[src/rtl/calc_pkg.sv]
// Shared definitions for the calculator arbiter slice: opcodes, FSM states, default width.
package calc_pkg;

    localparam int unsigned CALC_W = 8;

    localparam logic [2:0] OP_ADD      = 3'd0;
    localparam logic [2:0] OP_SUB      = 3'd1;
    localparam logic [2:0] OP_AND      = 3'd2;
    localparam logic [2:0] OP_XOR      = 3'd3;
    localparam logic [2:0] OP_DIV      = 3'd4;
    localparam logic [2:0] OP_MUL      = 3'd5;
    localparam logic [2:0] OP_PASS     = 3'd6;
    localparam logic [2:0] OP_PASS_ALT = 3'd7;

    typedef enum logic [1:0] {
        ST_IDLE  = 2'd0,
        ST_ISSUE = 2'd1,
        ST_WAIT  = 2'd2,
        ST_RESP  = 2'd3
    } arb_state_e;

    // Pass opcodes never produce done from the calculator.
    function automatic logic is_pass(input logic [2:0] op);
        return op[2] & op[1];
    endfunction

endpackage

[src/rtl/rr_arb2.sv]
// Two-input round-robin grant picker; on contention the requester that did not win last time is chosen.
module rr_arb2 (
    input  logic [1:0] req_i,
    input  logic       last_grant_i,
    output logic [1:0] gnt_o
);

    always_comb begin
        gnt_o = req_i;
        if (req_i == 2'b11) begin
            gnt_o = last_grant_i ? 2'b01 : 2'b10;
        end
    end

endmodule

[src/rtl/calc_arbiter.sv]
// Shares one calculator between two requesters: round-robin grant, one-cycle go,
// done/timeout wait, then a valid/ready response to the winner.
module calc_arbiter
    import calc_pkg::*;
#(
    parameter int unsigned W       = CALC_W,
    parameter int unsigned TIMEOUT = 64,
    parameter int unsigned CW      = 16
) (
    input  logic         clk,
    input  logic         rst,
    input  logic         req0_valid,
    input  logic [2:0]   req0_op,
    input  logic [W-1:0] req0_x,
    input  logic [W-1:0] req0_y,
    output logic         req0_ready,
    output logic         rsp0_valid,
    input  logic         rsp0_ready,
    input  logic         req1_valid,
    input  logic [2:0]   req1_op,
    input  logic [W-1:0] req1_x,
    input  logic [W-1:0] req1_y,
    output logic         req1_ready,
    output logic         rsp1_valid,
    input  logic         rsp1_ready,
    output logic [W-1:0] rsp_hi,
    output logic [W-1:0] rsp_lo,
    output logic         rsp_err,
    output logic         rsp_timeout,
    output logic         calc_go,
    output logic [2:0]   calc_f,
    output logic [W-1:0] calc_x,
    output logic [W-1:0] calc_y,
    input  logic         calc_done,
    input  logic [W-1:0] calc_hi,
    input  logic [W-1:0] calc_lo,
    input  logic         calc_err,
    output logic         busy
);

    localparam logic [CW-1:0] CNT_LAST = CW'(TIMEOUT - 1);

    arb_state_e     state_q, state_d;
    logic           last_q, last_d;
    logic           gid_q, gid_d;
    logic [2:0]     op_q, op_d;
    logic [W-1:0]   x_q, x_d, y_q, y_d;
    logic [W-1:0]   hi_q, hi_d, lo_q, lo_d;
    logic           err_q, err_d, to_q, to_d;
    logic [CW-1:0]  cnt_q, cnt_d;
    logic [1:0]     gnt;

    rr_arb2 u_rr_arb2 (
        .req_i        ({req1_valid, req0_valid}),
        .last_grant_i (last_q),
        .gnt_o        (gnt)
    );

    always_comb begin
        state_d    = state_q;
        last_d     = last_q;
        gid_d      = gid_q;
        op_d       = op_q;
        x_d        = x_q;
        y_d        = y_q;
        hi_d       = hi_q;
        lo_d       = lo_q;
        err_d      = err_q;
        to_d       = to_q;
        cnt_d      = cnt_q;
        req0_ready = 1'b0;
        req1_ready = 1'b0;
        calc_go    = 1'b0;

        case (state_q)
            ST_IDLE: begin
                if (gnt != 2'b00) begin
                    gid_d      = gnt[1];
                    op_d       = gnt[1] ? req1_op : req0_op;
                    x_d        = gnt[1] ? req1_x  : req0_x;
                    y_d        = gnt[1] ? req1_y  : req0_y;
                    req0_ready = gnt[0];
                    req1_ready = gnt[1];
                    state_d    = ST_ISSUE;
                end
            end
            ST_ISSUE: begin
                calc_go = 1'b1;
                cnt_d   = '0;
                if (is_pass(op_q)) begin
                    hi_d    = '0;
                    lo_d    = '0;
                    err_d   = 1'b0;
                    to_d    = 1'b0;
                    state_d = ST_RESP;
                end else begin
                    state_d = ST_WAIT;
                end
            end
            ST_WAIT: begin
                cnt_d = cnt_q + CW'(1);
                // done takes priority over a simultaneous timeout
                if (calc_done) begin
                    hi_d    = calc_hi;
                    lo_d    = calc_lo;
                    err_d   = calc_err;
                    to_d    = 1'b0;
                    state_d = ST_RESP;
                end else if (cnt_q == CNT_LAST) begin
                    hi_d    = '0;
                    lo_d    = '0;
                    err_d   = 1'b1;
                    to_d    = 1'b1;
                    state_d = ST_RESP;
                end
            end
            ST_RESP: begin
                if (gid_q ? rsp1_ready : rsp0_ready) begin
                    last_d  = gid_q;
                    state_d = ST_IDLE;
                end
            end
            default: state_d = ST_IDLE;
        endcase
    end

    always_ff @(posedge clk or posedge rst) begin
        if (rst) begin
            state_q <= ST_IDLE;
            last_q  <= 1'b1;
            gid_q   <= 1'b0;
            op_q    <= '0;
            x_q     <= '0;
            y_q     <= '0;
            hi_q    <= '0;
            lo_q    <= '0;
            err_q   <= 1'b0;
            to_q    <= 1'b0;
            cnt_q   <= '0;
        end else begin
            state_q <= state_d;
            last_q  <= last_d;
            gid_q   <= gid_d;
            op_q    <= op_d;
            x_q     <= x_d;
            y_q     <= y_d;
            hi_q    <= hi_d;
            lo_q    <= lo_d;
            err_q   <= err_d;
            to_q    <= to_d;
            cnt_q   <= cnt_d;
        end
    end

    assign calc_f      = op_q;
    assign calc_x      = x_q;
    assign calc_y      = y_q;
    assign rsp_hi      = hi_q;
    assign rsp_lo      = lo_q;
    assign rsp_err     = err_q;
    assign rsp_timeout = to_q;
    assign rsp0_valid  = (state_q == ST_RESP) && !gid_q;
    assign rsp1_valid  = (state_q == ST_RESP) &&  gid_q;
    assign busy        = (state_q != ST_IDLE);

endmodule
[config.mk]
export PLATFORM = sky130hd
export DESIGN_NAME = calc_arbiter
export DESIGN_NICKNAME = d
export VERILOG_FILES = /design/src/rtl/calc_pkg.sv /design/src/rtl/rr_arb2.sv /design/src/rtl/calc_arbiter.sv
export SDC_FILE = /design/constraint.sdc
export NUM_CORES = 1
export LEC_CHECK = 0
export ABC_AREA = 1
export BUFFER_PORTS_ARGS = -buffer_cell sky130_fd_sc_hd__buf_2
export CORE_MARGIN = 5
export CORE_UTILIZATION = 54
export CTS_CLUSTER_DIAMETER = 150
export CTS_CLUSTER_SIZE = 24
export DETAILED_ROUTE_END_ITERATION = 6
export PLACE_DENSITY = 0.86
export SLEW_MARGIN = 20
export SYNTH_ARGS = -nofsm -noshare
export SYNTH_HDL_FRONTEND = slang
export SYNTH_SLANG_ARGS = --single-unit
[constraint.sdc]
create_clock -name clk -period 3.4 [get_ports clk]
set_input_delay 0.34 -clock clk [delete_from_list [all_inputs] [get_ports clk]]
set_output_delay 0.34 -clock clk [all_outputs]
set_load 0.05 [all_outputs]
; ---- Word level (Yosys, flattened, before mapping)
; Index checks and enable logic that the tools add are counted.
[op_classes]
n_addsub = 1
n_eq_ne = 9
n_mux = 30
n_bitwise = 1
n_reduce_logical = 11
[ops]
columns = operator, count
row1 = $mux W8, 6
row2 = $pmux W16 S2, 1
row3 = $pmux W8 S2, 2
row4 = $add A16 B1 Y16 const B, 1
row5 = $eq A16 B6 Y1 const B, 1
row6 = $mux W2, 6
row7 = $mux W1, 11
row8 = $pmux W2 S4, 1
row9 = $eq A2 B2 Y1 const B, 3
row10 = $ne A2 B2 Y1 const B, 3
row11 = $reduce_and A3 Y1, 2
row12 = $reduce_bool A2 Y1, 3
row13 = $pmux W1 S2, 2
row14 = $reduce_and A2 Y1, 2
row15 = $mux W3, 1
row16 = $ne A3 B3 Y1 const B, 1
row17 = $eq A2 B1 Y1 const B, 1
row18 = $logic_and A1 B1 Y1, 2
row19 = $logic_not A2 Y1, 1
row20 = $and A1 B1 Y1, 1
row21 = $logic_not A1 Y1, 1
[word_totals]
ff_bits = 57
input_bits = 62
elab_cells = 63

; ---- Depth between registers and ports, before layout
[depth]
depth_word = 5
depth_mapped = 10
mapped_depth_nobuf = 9

; ---- Hierarchy
; From an unflattened synthesis, not the netlist that was laid out.
[unflattened]
cells_unflattened = 411
area_unflattened_um2 = 2995.4
[modules_own_cells]
columns = module, instances, cells_per_inst, area_per_inst_um2, seq_area_each_um2
row1 = calc_arbiter, 1, 406, 2974.1, 1427.6
row2 = rr_arb2, 1, 5, 21.3, 0.0

; ---- Least setup slack after synthesis
; OpenSTA, ideal clock, no wires.
[synth_path]
path_kind = reg-to-output
startpoint = register state_q[0]
endpoint = output req1_ready
t_arrival_ns = 1.548
setup_slack_ns = 1.512
path_stages_with_launch = 5
path_buffers = 0
cell_sequence = dfrtp_1 > inv_1 > ha_1 > inv_2 > nor2_1
[synth_via]
elab_chain_len = 2
[synth_lines]
columns = item, line
row1 = "start, declared", calc_arbiter.sv:43  ; arb_state_e state_q, state_d;
row2 = "start signal, assigned", calc_arbiter.sv:141  ; state_q <= state_d;
row3 = $logic_not A2 Y1, calc_arbiter.sv:75  ; case (state_q)
row4 = $mux W1, calc_arbiter.sv:75
row5 = "end, declared", calc_arbiter.sv:23  ; output logic req1_ready,
; Every way passes these cells.

; ---- Final worst setup path
[layout_path]
startpoint = register last_q
endpoint = output req1_ready
[layout_via]
elab_chain_len = 5
[layout_lines]
columns = item, line
row1 = "start, declared", calc_arbiter.sv:44  ; logic last_q, last_d;
row2 = "start signal, assigned", calc_arbiter.sv:142  ; last_q <= last_d;
row3 = $mux W2 (*), rr_arb2.sv:11  ; gnt_o = last_grant_i ? 2'b01 : 2'b10;
row4 = $mux W2 (*), rr_arb2.sv:10  ; if (req_i == 2'b11) begin
row5 = $reduce_bool A2 Y1, calc_arbiter.sv:77  ; if (gnt != 2'b00) begin
row6 = $mux W1 (*), calc_arbiter.sv:77
row7 = $mux W1 (*), calc_arbiter.sv:75
; Mark *: on every way between the ends. The rest lies on a longest branch, timed or not.

==> run metrics <==
asr flop ratio synth=1.00; Reg clk slew, reported paths=0.07 ns; Seq/Total Area, Yosys=0.482; Yosys top cell by area=dfrtp_1; crit path to=req1_ready; Post-DRT Antenna Nets=0; CP endpoint kind=primary output; Syn Nets=468; Ports=105; first-pass GRT wire length=12400 um; status=finished clean; row cnt=27; CTS buffer count=9; drt initial violations=169; Initial Util=0.548; final number of max-transition violations=0; full die area=a little over 7000 um2; CP startpoint kind=register; ant diodes=0; final hold slack=between 0.15 and 0.2 ns; Slew headroom=0.404; Total Routing Usage GR=0.216; cts hold-fix bufs=0; TNS Setup=0 ns; crit path from=last_q; final count of negative-setup-slack endpoints=0; critical path class=register to primary output; reg-to-reg setup timing slack=approximately 1.4 ns; clock sink count=57; pwr/cell area=991 nW/um2; global route overflow=0; clock root cell=clkbuf_8; fillcell total=460; Top FF cell, synth=dfrtp_1; fin crit share=0.661; #FFs+latches synth=57; RR Endpoint=calc_y[5]; fmax=~440 MHz; count leader, synth=nand2_1; synth unique cells=25; post_cts resized=0; crit path time final=2.25 ns; post-layout util=0.678; largest cells by area after synthesis=dfrtp_1 (47%), nand2_1 (13%), nor2_1 (9.0%); Die Height=about 84 um; Die W=about 84 um; total routed wirelength=between 7000 and 8000 um; RSZ-0062 raised after global routing=no; H-tree depth=3; Mean Syn Cell Area=7.39 um2; cell depth of the worst flop-to-flop path=7; vias after detailed routing=2899; worst-path fanout max=20; Remaining DRCs=0; Routed wire per std cell=12.5 um; CTS tree=built; Max-Cap Viols=0; final hold viol count=0; number of global-route vias before repair=2846; RD Place Congestion=0.855; clock skew=0.0102 ns; Worst-Skew Late Latency=~0.33 ns; IO buf count=104; Crit path arrival time=1.91 ns; reg-to-reg startpoint=state_q[0]; Post-CTS Setup Inserts=0; initial antenna violation count=0; layout cells sized above 1=0.261; Max clock buf depth=2; worst vdd ir=0.000678 V; Synth Warn #=0; area of the core=5410 um2; LEAKAGE=2.07 nW; worst slew pin tran=0.893 ns; commonest cells in the netlist=nand2_1 (101), nor2_1 (71), dfrtp_1 (56), inv_1 (42), o21ai_0 (37); Req. time, crit path=approximately 3.1 ns; Syn-to-layout area delta=23.7%; Final nets=between 500 and 600; Hold Path Class=input pin to asynchronous set/reset pin; Post-synth EDFFs=0; post-synth top area share=0.473; Pre-antenna DRT Iters=5; Gate Count Post-Synth=401; cell area after synthesis=2960 um2; largest net degree at the start of global routing=46; Avg Vias per Cell=4.99; hpwl dp=5440 um
-- registers in the layout, summed over array words and instances (netlist names), 2 cells and up --
register and count:
calc_y 8, state_q 2, calc_f 3, cnt_q 16
rsp_hi 8, calc_x 8, rsp_lo 8
-- critical path, cell delays in order, from the launching register on --
cell	delay [ns]
dfstp_2	0.55
a21oi_1	0.06
buf_4	0.18
inv_1	0.44
nor2_1	0.11
buf_2	0.24
-- logic make-up after synthesis --
kind of cell	Yosys count	share of synthesized area
compound gates	65	0.117
fa+ha+maj	5	0.0211
buf+inv	60	0.0870
flops	57	0.482
simple gates	214	0.293
-- report_power, final --
| group | switching [mW] | internal (mW) |
|---|---|---|
| Clock | 0.263 | 0.258 |
| Sequential | 0.173 | 0.938 |
| Combinational | 1.56 | 0.447 |
-- per-stage QoR --
| step | cells | setup slack [ns] | area, um2 | total power, mW |
|---|---|---|---|---|
| finish | 581 | 1.15 | 3670 | 3.64 |
| global route | 581 | 1.03 | 3670 | 3.87 |
| CTS | 581 | 1.14 | 3670 | 3.66 |
| detailed placement | 565 | 1.40 | 3500 | 3.13 |
| global placement | 565 | 1.51 | 3500 | 3.08 |
| floorplan | 401 | 1.51 | 2960 | 2.68 |
-- routing by layer --
layer	wire [um]	part of all wire	GRT usage
met2	3440	0.47	0.340
met3	591	0.081	0.0582
met4	93	0.013	0.0965
met1	3170	0.43	0.277
met5	0	0	0
-- layout make-up --
type                            instances  area, um2  share of cell area
Multi-Input combinational cell        284       1280               0.349
Inverter                               46        173              0.0471
Clock buffer                           10        128              0.0348
Timing Repair Buffer                  106        536               0.146
Sequential cell                        57       1430               0.389
Clock inverter                          6       35.0             0.00955
Tap cell                               72       90.1              0.0246
-- placed cells by master (no fill, tap or decap), types with 2 or more instances in the layout --
master	Yosys	final
nor2_2	2	2
o21ai_1	12	12
clkinv_2	0	4
inv_2	4	5
nand2_1	101	101
clkbuf_8	0	9
o21bai_1	2	2
nor3_1	4	4
buf_4	5	2
buf_2	5	104
dfrtp_1	56	56
ha_1	5	5
inv_1	42	41
nor2_1	71	71
nand3_1	32	32
a21oi_1	11	11
clkinvlp_4	0	2
o21ai_0	37	37
-- how the worst min path moves through the flow --
stage	start	endpoint	slack (ns)	depth (start not counted)
finish	rst	calc_x[3]	0.20	2
global route	req1_x[6]	calc_x[6]	0.26	3
CTS	rst	calc_x[3]	0.23	2
detailed placement	rsp_lo[3]	rsp_lo[3]	0.46	2
global placement	rsp_hi[7]	rsp_hi[7]	0.45	2
floorplan	cnt_q[0]	cnt_q[0]	0.47	1
(Power assumes the default switching activity.)
